<file path="src/rtl/pc_pkg.sv">
// Shared types and command decode for the program counter with return-address stack.
package pc_pkg;

  localparam int unsigned PC_DEFAULT_WIDTH = 16;
  localparam int unsigned PC_DEFAULT_DEPTH = 8;

  typedef enum logic [2:0] {
    PC_HOLD,
    PC_INC,
    PC_LOAD,
    PC_REL,
    PC_CALL,
    PC_RET
  } pc_op_e;

  // First match wins: ret > call > load+rel > load > inc > hold.
  function automatic pc_op_e pc_decode(input logic load, input logic rel,
                                       input logic inc, input logic call,
                                       input logic ret);
    if (ret)              return PC_RET;
    else if (call)        return PC_CALL;
    else if (load && rel) return PC_REL;
    else if (load)        return PC_LOAD;
    else if (inc)         return PC_INC;
    else                  return PC_HOLD;
  endfunction

endpackage

</file>
<file path="src/rtl/pc_return_stack.sv">
// Parametrised LIFO of return addresses; only the pointer is reset.
module pc_return_stack
  import pc_pkg::*;
#(
  parameter int unsigned WIDTH = PC_DEFAULT_WIDTH,
  parameter int unsigned DEPTH = PC_DEFAULT_DEPTH
) (
  input  logic                     clk,
  input  logic                     reset,
  input  logic                     push,
  input  logic                     pop,
  input  logic [WIDTH-1:0]         data_in,
  output logic [WIDTH-1:0]         data_out,
  output logic [$clog2(DEPTH):0]   depth,
  output logic                     full,
  output logic                     empty
);

  localparam int unsigned AW = $clog2(DEPTH);
  localparam int unsigned DW = AW + 1;

  logic [WIDTH-1:0] mem [DEPTH];
  logic [DW-1:0]    ptr;
  logic [DW-1:0]    ptr_m1;
  logic [AW-1:0]    wr_idx;
  logic [AW-1:0]    rd_idx;
  logic             do_push;
  logic             do_pop;

  assign ptr_m1  = ptr - DW'(1);
  assign wr_idx  = ptr[AW-1:0];
  assign rd_idx  = ptr_m1[AW-1:0];
  assign full    = (ptr == DW'(DEPTH));
  assign empty   = (ptr == '0);
  assign do_push = push && !full;
  assign do_pop  = pop && !empty;

  always_ff @(posedge clk) begin
    if (reset) begin
      ptr <= '0;
    end else if (do_push) begin
      ptr <= ptr + DW'(1);
    end else if (do_pop) begin
      ptr <= ptr_m1;
    end
  end

  always_ff @(posedge clk) begin
    if (!reset && do_push) begin
      mem[wr_idx] <= data_in;
    end
  end

  assign data_out = mem[rd_idx];
  assign depth    = ptr;

endmodule

</file>
<file path="src/rtl/pc_call_stack.sv">
// Program counter with stall, absolute/relative load, increment and call/return stack.
module pc_call_stack
  import pc_pkg::*;
#(
  parameter int unsigned     WIDTH        = PC_DEFAULT_WIDTH,
  parameter int unsigned     DEPTH        = PC_DEFAULT_DEPTH,
  parameter logic [WIDTH-1:0] RESET_VECTOR = '0
) (
  input  logic                   clk,
  input  logic                   reset,
  input  logic                   en,
  input  logic [WIDTH-1:0]       in,
  input  logic                   load,
  input  logic                   rel,
  input  logic                   inc,
  input  logic                   call,
  input  logic                   ret,
  output logic [WIDTH-1:0]       out,
  output logic [$clog2(DEPTH):0] depth,
  output logic                   full,
  output logic                   empty,
  output logic                   overflow,
  output logic                   underflow
);

  pc_op_e           op;
  logic [WIDTH-1:0] pc_next_seq;
  logic [WIDTH-1:0] stack_top;
  logic             push;
  logic             pop;

  assign op          = pc_decode(load, rel, inc, call, ret);
  assign pc_next_seq = out + WIDTH'(1);
  // Stack only moves on accepted commands, so the top is read only when valid.
  assign push        = en && (op == PC_CALL) && !full;
  assign pop         = en && (op == PC_RET) && !empty;

  pc_return_stack #(
    .WIDTH (WIDTH),
    .DEPTH (DEPTH)
  ) u_stack (
    .clk      (clk),
    .reset    (reset),
    .push     (push),
    .pop      (pop),
    .data_in  (pc_next_seq),
    .data_out (stack_top),
    .depth    (depth),
    .full     (full),
    .empty    (empty)
  );

  always_ff @(posedge clk) begin
    if (reset) begin
      out       <= RESET_VECTOR;
      overflow  <= 1'b0;
      underflow <= 1'b0;
    end else if (en) begin
      unique case (op)
        PC_RET: begin
          if (!empty) out       <= stack_top;
          else        underflow <= 1'b1;
        end
        PC_CALL: begin
          if (!full) out      <= in;
          else       overflow <= 1'b1;
        end
        PC_REL:  out <= out + in;
        PC_LOAD: out <= in;
        PC_INC:  out <= pc_next_seq;
        default: out <= out;
      endcase
    end
  end

endmodule

</file>
<file path="config.mk">
export PLATFORM = sky130hd
export DESIGN_NAME = pc_call_stack
export DESIGN_NICKNAME = d
export VERILOG_FILES = /design/src/rtl/pc_pkg.sv /design/src/rtl/pc_return_stack.sv /design/src/rtl/pc_call_stack.sv
export SDC_FILE = /design/constraint.sdc
export NUM_CORES = 1
export LEC_CHECK = 0
export ABC_AREA = 0
export CORE_MARGIN = 1.5
export CORE_UTILIZATION = 50
export CTS_CLUSTER_SIZE = 40
export DETAILED_ROUTE_END_ITERATION = 10
export DONT_BUFFER_PORTS = 1
export HOLD_SLACK_MARGIN = 0.06
export SYNTH_ARGS = -nofsm -noshare
export SYNTH_HDL_FRONTEND = slang
export SYNTH_SLANG_ARGS = --single-unit
</file>
<file path="constraint.sdc">
create_clock -name clk -period 8.4 [get_ports clk]
set_clock_uncertainty 0.2 [all_clocks]
set_input_delay 1.68 -clock clk [delete_from_list [all_inputs] [get_ports clk]]
set_output_delay 1.68 -clock clk [all_outputs]
set_load 0.02 [all_outputs]
</file>
==> impl_metrics.yaml <==
status:
  status: "completed"
critical_path:
  worst_setup_path_end_kind: "output port"
  crit_cells: 5
  critPathBufInv: 3
  critPathLaunch: "u_stack.depth[0]$_SDFFE_PP0P_"
  worst_ep_required_time_ns: 6.52
  worstSetupPathType: "flip-flop to output port"
  cp_max_fo: 39
  r2r-start: "u_stack.depth[0]$_SDFFE_PP0P_"
  crit_path_max_incr_delay_ns: 0.60
  start_kind: "flip-flop"
  slowest_stage: "buf_4"
  cp_top_family: "buffers and inverters"
  worstRegToRegCells: 8
  path_cells: "buf_4 -> inv_1 -> ha_1 -> nand3b_1 -> inv_1"
  worstPathArrival_ns: 2.14
  rrSetupSlack_ns: 4.75
  cpMostUsedCell: "inv_1"
detailed_routing:
  vias_per_cell: 6.37
  route.detailed.drc: 0
  dr.max_layer_used: "met4"
  detail_route.first_pass.iterations: 5
  drt_iter0_markers: 359
  wl_met1_mm: 7.32
  drt-total-wl_mm: 16.0
  vias: 4447
  antenna_left: 0
  wl_per_cell_um: 22.9
  dr_wl_met3_um: 657
  wl_met2_mm: 7.80
yosys:
  synthDominantCellAreaShare: 0.533
  ys.flop_type: "edfxtp_1"
  synthCells: 499
  syn-cell-area_um2: 7220
  synthAdderAreaFrac: 0.0340
  synth_edf_count: 128
  yosys-top-cells-area: "edfxtp_1, mux4_2, dfxtp_1, ha_1, xnor2_1"
  synth_top_family_by_area: "multiplexers"
  synth_nets: 542
  yosysWarnings: 0
  synth-seq-cells: 150
  synth-simple-area-share: 0.0846
  ys_async_sr_fraction: 0
  synthMuxAreaShare: 0.128
  synth-seq-area-share: 0.594
  avgSynthCellArea_um2: 14.5
  synthDistinctLibCells: 64
  synth_compound_area_frac: 0.101
  yosys.area.top_type: "edfxtp_1"
  synth_xor_area_frac: 0.0350
pwr:
  seq_power_share: 0.436
  power.share.combinational: 0.214
  peakVddDrop_mv: 0.133
  p_int_mw: 1.48
  switching_share: 0.288
  p_per_area_nw_per_um2: 260
  power_mw: 2.07
  p_switching_mw: 0.597
  clkPwrFrac: 0.350
  p_leak_nw: 2.72
placed_design:
  place.detailed.hpwl_mm: 10.5
  io_buffers: 0
  globalplace.congestion: 0.884
die:
  fp.dieArea_um2: 15200
  fp-row-count: 43
  initial_core_util: 0.516
  die_w_um: 123
  ios: 48
  core_um2: 14000
  die_h_um: 123
global_route:
  antenna_found_initial: 0
  grt_pass1_vias: 4414
  grt_max_degree: 40
  grt_use_total: 0.227
  overflow: 0
  grt_pass1_wl_mm: 24.8
layout:
  antenna_cells: 0
  n_fill_cell: 1126
  final_cell_mix: "edfxtp_1, mux4_2, nor2_1, a21oi_1, nand2_1"
  finalNetCount: 548
  final_common_cell: "edfxtp_1"
  final-seq-area_um2: 4290
  multi_input_area_um2: 2770
  area_growth_pct: 10.5
  drive_gt1_frac: 0.193
  final_util: 0.570
cts:
  clock_latency_ns: 0.41
  cts_made_buffers: 17
  clockBufferDepth: 2
  cts.sinks: 150
  cts_post_setup_buffers_inserted: 0
  postCtsHoldBufs: 0
  clk_pin_slew_worst_paths_ns: 0.06
  cts_resized: 0
  h-tree-depth: 4
  cts_tree: "yes"
  clock-root-buffer: "clkbuf_16"
timing:
  finalSetupViolCount: 0
  relSlewSlack: 0.338
  hold_viol_final: 0
  rsz0062_at_grt: "no"
  fin_crit_ns: 4.02
  setup_tns_ns: 0
  hold-worst-slack_ns: 0.453
  fmax_mhz: 249
  period_share: 0.478
  drv_slew: 0
  worst_pin_slew_ns: 0.993
hold_path:
  hold_depth: 2
  worstHoldStart: "overflow$_SDFFE_PP0P_"
  min_path_type: "flip-flop to flip-flop"
run:
  max-cap-violations: 0
## per-layer routing
layer,GRT usage,up-vias
met3,0.0443,20
met4,0.0783,0
met1,0.310,2294
met5,0,-
met2,0.368,112
li1,-,2021
## per-stage QoR
step,instances,worst slack [ns],area [µm²]
floorplan,499,4.19,7220
global placement,666,4.38,7410
detailed placement,666,4.34,7410
CTS,698,4.31,7980
global route,698,4.17,7980
finish,698,4.38,7980
## cell families (layout without fill, tap and decap cells)
family | count (synthesis) | count (layout)
AO/OA/AOI/OAI | 100 | 100
XOR/XNOR | 28 | 28
adder cells (fa/ha/maj) | 19 | 19
buffers and inverters | 36 | 55
flip-flops | 150 | 150
multiplexers | 51 | 51
AND/OR/NAND/NOR | 115 | 115
## flip-flops by register name, indices dropped and copies added (netlist names)
register / flops
out: 16
overflow: 1
u_stack.mem: 128
underflow: 1
u_stack.depth: 4
## cell type report
class                      count  share of cell area
sequential                   150               0.537
multi-input combinational    313               0.348
clock buffer                  18              0.0538
tap                          180              0.0282
clock inverter                14              0.0168
timing repair buffer          12              0.0113
inverter                      11             0.00518
## path summary, 6_finish.rpt
| check | to |
|---|---|
| setup reg to reg | u_stack.mem[3][5]$_DFFE_PP_ |
| hold / removal | overflow$_SDFFE_PP0P_ |
| hold reg to reg | overflow$_SDFFE_PP0P_ |
| setup / recovery | full |
## Yosys cell counts, types with 4 or more instances
| cell type | number |
|---|---|
| a21o_1 | 5 |
| nand4_1 | 7 |
| a21oi_1 | 27 |
| inv_1 | 11 |
| mux2_2 | 11 |
| mux2i_1 | 8 |
| xor2_1 | 11 |
| and3_1 | 7 |
| clkbuf_1 | 12 |
| a222oi_1 | 5 |
| nand2_1 | 24 |
| buf_4 | 6 |
| nor3_1 | 13 |
| a221o_1 | 6 |
| ha_1 | 18 |
| dfxtp_1 | 22 |
| edfxtp_1 | 128 |
| xnor2_1 | 16 |
| o21ai_0 | 8 |
| buf_2 | 5 |
| o22ai_1 | 7 |
| a31oi_1 | 5 |
| nand3_1 | 9 |
| nand3b_1 | 4 |
| a211oi_1 | 8 |
| mux4_2 | 32 |
| nor2_1 | 27 |
## power by group through the flow
stage | logic, mW | registers [mW] | clock network [mW]
2_1_floorplan | 0.349 | 0.907 | 0
3_3_place_gp | 0.438 | 0.918 | 0
3_5_place_dp | 0.442 | 0.919 | 0
4_1_cts | 0.444 | 0.904 | 0.737
5_1_grt | 0.484 | 0.908 | 0.767
6_report | 0.443 | 0.904 | 0.726
## worst min-delay path, stage by stage, from the launching register on
cell and delay (ns):
dfxtp_1 0.39, a31oi_1 0.17, nor2_1 0.05
Power figures use the tool's default switching activity.
==> RTL edit 1: new RTL, same flow settings <==
Make the reset (`reset`) asynchronous in 2 clocked blocks.
--- a/src/rtl/pc_return_stack.sv
+++ b/src/rtl/pc_return_stack.sv
@@ -35,7 +35,7 @@
   assign do_push = push && !full;
   assign do_pop  = pop && !empty;
 
-  always_ff @(posedge clk) begin
+  always_ff @(posedge clk or posedge reset) begin
     if (reset) begin
       ptr <= '0;
     end else if (do_push) begin
--- a/src/rtl/pc_call_stack.sv
+++ b/src/rtl/pc_call_stack.sv
@@ -50,7 +50,7 @@
     .empty    (empty)
   );
 
-  always_ff @(posedge clk) begin
+  always_ff @(posedge clk or posedge reset) begin
     if (reset) begin
       out       <= RESET_VECTOR;
       overflow  <= 1'b0;
Function: differs if reset is asserted again (counterexample within 4 cycles, from zero or initial values and one cycle with reset high); with reset held inactive, the same outputs for 4 cycles.
==> RTL edit 1 against the unedited design <==
Sequential cell count did not move. Setup slack improved by 92 ps. Highest routed layer unchanged. Cell area rose by 0.67%. Fmax rose by 2.3%. Die area did not move. Routed wire length rose by 4.4%. Synthesized area did not move.
Power is not compared: it rests on default switching activity, and its combinational part moved more than twofold at a synthesized area within 25%.
==> RTL edit 1: results (changes against the unedited design) <==
Finish
  – Storage element area: 4395 um^2 (was 4285 um^2)
  – Fill cell count: 1,089 (was 1,126)
  – Total Nets Final: 547 (was 548)
  – Clock-cell share: 0.07010 (was 0.07058)
  – Share of layout cells above drive strength 1: 0.1799 (was 0.1931)
  – CLK BUF: 19 (was 18)
  – Buffers, non-clock: 14 (was 12)
  – Sequential portion of the cell area: 0.5473 (was 0.5372)
  – Non-clock buffers, area share: 0.01309 (was 0.01129)

Yosys
  – Synth Area per Inst: 14.67 um^2 (was 14.47 um^2)
  – Asr flop ratio synth: 0.1467 (was 0)
  – Sequential fraction of the synthesis area: 0.6088 (was 0.5935)
  – Yosys cell types: 63 (was 64)
  – Synthesized net count: 535 (was 542)
  – Synth cell count leaders: 128 x edfxtp_1, 34 x nor2_1, 32 x mux4_2, 23 x a21oi_1, 23 x nand2_1 (was 128 x edfxtp_1, 32 x mux4_2, 27 x a21oi_1, 27 x nor2_1, 24 x nand2_1)
  – Top post-synthesis cells by area: edfxtp_1 53%, mux4_2 10%, dfrtp_1 7.6% (was edfxtp_1 53%, mux4_2 10%, dfxtp_1 6.1%)

GRT
  – GRT met2 Usage: 0.3757 (was 0.3684)
  – Global-route wire length before repair: 25,940 um (was 24,750 um)
  – Fraction of met3 tracks used by global routing: 0.05996 (was 0.04428)
  – Grt met1 use: 0.3382 (was 0.3103)
  – Largest net degree at the start of global routing: 39 (was 40)
  – GRT Util Overall: 0.2400 (was 0.2273)

Worst setup path
  – CP max stage delay: 620 ps (was 600 ps)
  – Crit Path Max Fanout: 9 (was 39)
  – CP max-delay cell: nor3b_2 (was buf_4)
  – Critical Path AT: 2050 ps (was 2140 ps)

Detailed routing
  – Drt via density: 6.250 (was 6.371)
  – Iter 0 DRT Violations: 426 (was 359)
  – Routed wire length: 16,690 um (was 15,990 um)
  – Met1 Wirelength: 7623 um (was 7321 um)
  – WL met2: 7845 um (was 7800 um)
  – Routed WL per cell: 23.95 um (was 22.91 um)

Run status
  – Status: finished clean (unchanged)

Placed design
  – Gpl congestion: 0.8975 (was 0.8842)
  – Place WS: 4052 ps (was 4344 ps)
  – Number of instances in the placed design: 665 (was 666)
  – Post-DP HPWL: 11,780 um (was 10,460 um)

CTS
  – Clock Sinks: 150 (unchanged)

Power and ir drop
  – Int Power: 0.001963 W

Timing
  – Least-Margin Pin Slew: 978.8 ps (was 993.0 ps)
-- RTL edit 1: changes by cell type after synthesis, sizes merged, moves of 4 or more --
cell,delta
nor2,+7
a21o,+6
a21oi,-5
o21ai,+4
a221o,-6
dfrtp,+22
dfxtp,-22
-- RTL edit 1: power by group through the flow --
stage	Clock (W)	Combinational, W	Sequential (W)
6_report	0.000725	0.00125	0.00119
5_1_grt	0.000771	0.00138	0.00120
4_1_cts	0.000733	0.00126	0.00119
3_5_place_dp	0	0.00126	0.00120
3_3_place_gp	0	0.00125	0.00120
2_1_floorplan	0	0.000946	0.00116
-- RTL edit 1: worst paths after layout --
check	start	endpoint	slack (ps)	cells after the start
min	underflow$_DFFE_PP0P_	underflow$_DFFE_PP0P_	400	1
max	u_stack.depth[1]$_DFFE_PP0P_	empty	4470	3
max in group asynchronous	reset	u_stack.depth[0]$_DFFE_PP0P_	6160	1
max reg2reg	u_stack.depth[1]$_DFFE_PP0P_	u_stack.mem[6][15]$_DFFE_PP_	4740	7
min in group asynchronous	reset	out[15]$_DFFE_PP0P_	1180	1
min reg2reg	underflow$_DFFE_PP0P_	underflow$_DFFE_PP0P_	400	1
-- RTL edit 1: worst reg2reg max path: stages, from the launching register on --
cell	delay, ps
dfrtp_1	660
inv_1	130
ha_1	290
and3b_1	300
nor3_1	520
nand3_1	270
nor2_1	650
buf_4	330
-- RTL edit 1: kinds of logic after synthesis --
kind of cell,Yosys count,synth area share
AO/OA/AOI/OAI,108,0.1066
flip-flops,150,0.6088
AND/OR/NAND/NOR,110,0.07661
XOR/XNOR,25,0.03137
adder cells (fa/ha/maj),19,0.03398
buffers and inverters,32,0.01924
multiplexers,48,0.1234
==> RTL edit 2: new RTL, same settings <==
Without the edit above. Set the package constant `PC_DEFAULT_DEPTH` to 16 (it was 8).
--- a/src/rtl/pc_pkg.sv
+++ b/src/rtl/pc_pkg.sv
@@ -2,7 +2,7 @@
 package pc_pkg;
 
   localparam int unsigned PC_DEFAULT_WIDTH = 16;
-  localparam int unsigned PC_DEFAULT_DEPTH = 8;
+  localparam int unsigned PC_DEFAULT_DEPTH = 16;
 
   typedef enum logic [2:0] {
     PC_HOLD,
Interface: changed (resized depth); port bits go from 48 to 49. No check against the original RTL was run, so the function may have changed too.
==> RTL edit 2 against the unedited design <==
Routed wire length grew 89%. Cell area grew 70%. Sequential share of layout area grew 6.5 points. First-iteration DRC count grew 110%. Fmax shrank 9.6%. Total power grew 110%. Sequential cell count grew 129. Die area grew 68%. Synthesized area grew 70%. Sequential power grew 98%. Setup slack lost 430 ps.
==> RTL edit 2: results (changes against the unedited design) <==
Run status
  – Status: finished clean (unchanged)

Yosys
  – Mux cell area share after synthesis: 0.1464 (was 0.1281)
  – Yosys cell types: 72 (was 64)
  – Post-synthesis compound-gate area fraction: 0.06611 (was 0.1011)
  – Post-synth EDFFs: 256 (was 128)
  – Synth cell count leaders: 256 x edfxtp_1, 74 x mux4_2, 48 x nor2_1, 29 x nand2_1, 23 x dfxtp_1 (was 128 x edfxtp_1, 32 x mux4_2, 27 x a21oi_1, 27 x nor2_1, 24 x nand2_1)
  – Synthesized net count: 763 (was 542)

CTS
  – Clock latency on the worst-skew pair: 540 ps (was 410 ps)
  – Htree depth: 1 (was 4)

Worst setup path
  – R2r endpoint: u_stack.mem[12][3]$_DFFE_PP_ (was u_stack.mem[3][5]$_DFFE_PP_)
  – CP max stage delay: 840 ps (was 600 ps)
  – FF-to-FF setup slack: 3950 ps (was 4750 ps)
  – CP max-delay cell: dfxtp_4 (was buf_4)
  – Crit Path Max Fanout: 37 (was 39)
  – Worst Setup End Kind: register (was output pin)
  – Critical Path AT: 4400 ps (was 2140 ps)

Detailed routing
  – Routed WL per cell: 28.50 um (was 22.91 um)
  – First-pass DRT Iterations: 7 (was 5)
  – Iter 0 DRT Violations: 746 (was 359)

Worst hold path
  – Min-delay src: underflow$_SDFFE_PP0P_ (was overflow$_SDFFE_PP0P_)

Finish
  – Total Nets Final: 768 (was 548)
  – Share of layout cells above drive strength 1: 0.2157 (was 0.1931)

GRT
  – GRT Util Overall: 0.2431 (was 0.2273)
  – Global-route wire length before repair: 45,310 um (was 24,750 um)

Timing
  – WHS: 454.7 ps (was 453.4 ps)
  – Max_slew headroom: 0.2140 (was 0.3380)

Placed design
  – Gpl congestion: 1.002 (was 0.8842)
RTL edit 2: cell type report:
type	instances	area [um^2]
fill	1862	10640
clock inverter	14	117.6
timing repair buffer	10	75.07
multi-input combinational	393	4059
clock buffer	30	686.9
tap	324	405.4
sequential	279	8152
inverter	11	41.29
RTL edit 2: cells by family (layout without fill, tap and decap cells):
group,after synthesis,after routing
DFF,279,279
and+or+nand+nor,142,142
AOI/OAI and AO/OA,114,114
muxes,87,87
buffers and inverters,45,65
xor gates and xnor gates,28,28
adders and majority gates,22,22
RTL edit 2: power by group through the flow:
stage          Sequential (W)  Combinational, W  Clock, W
2_1_floorplan         0.00175          0.000958         0
5_1_grt               0.00180           0.00142   0.00120
6_report              0.00179           0.00133   0.00113
3_5_place_dp          0.00182           0.00134         0
4_1_cts               0.00179           0.00134   0.00115
3_3_place_gp          0.00182           0.00133         0
RTL edit 2: per-layer routing:
| layer | GRT usage | up-vias | share of wire |
|---|---|---|---|
| li1 | - | 2944 | - |
| met2 | 0.4119 | 263 | 0.50 |
| met3 | 0.04156 | 42 | 0.063 |
| met4 | 0.05189 | 0 | 0.018 |
| met5 | 0 | - | 0 |
| met1 | 0.3335 | 3520 | 0.42 |
RTL edit 2: worst register-to-register path, cell delays in order, from the launching register on:
cell      delay (ps)
dfxtp_4          840
inv_1            280
ha_2             300
and4bb_1         320
nor4b_2          560
nor2b_1          480
nand2_1          320
nor2_2           770
RTL edit 2: through the flow:
step | setup slack, ps | cells | total power [W]
after global placement | 3997 | 1017 | 0.003146
final | 3954 | 1061 | 0.004252
after global routing | 3627 | 1061 | 0.004425
after CTS | 3922 | 1061 | 0.004285
after detailed placement | 3927 | 1017 | 0.003163
after floorplan | 4392 | 717 | 0.002708
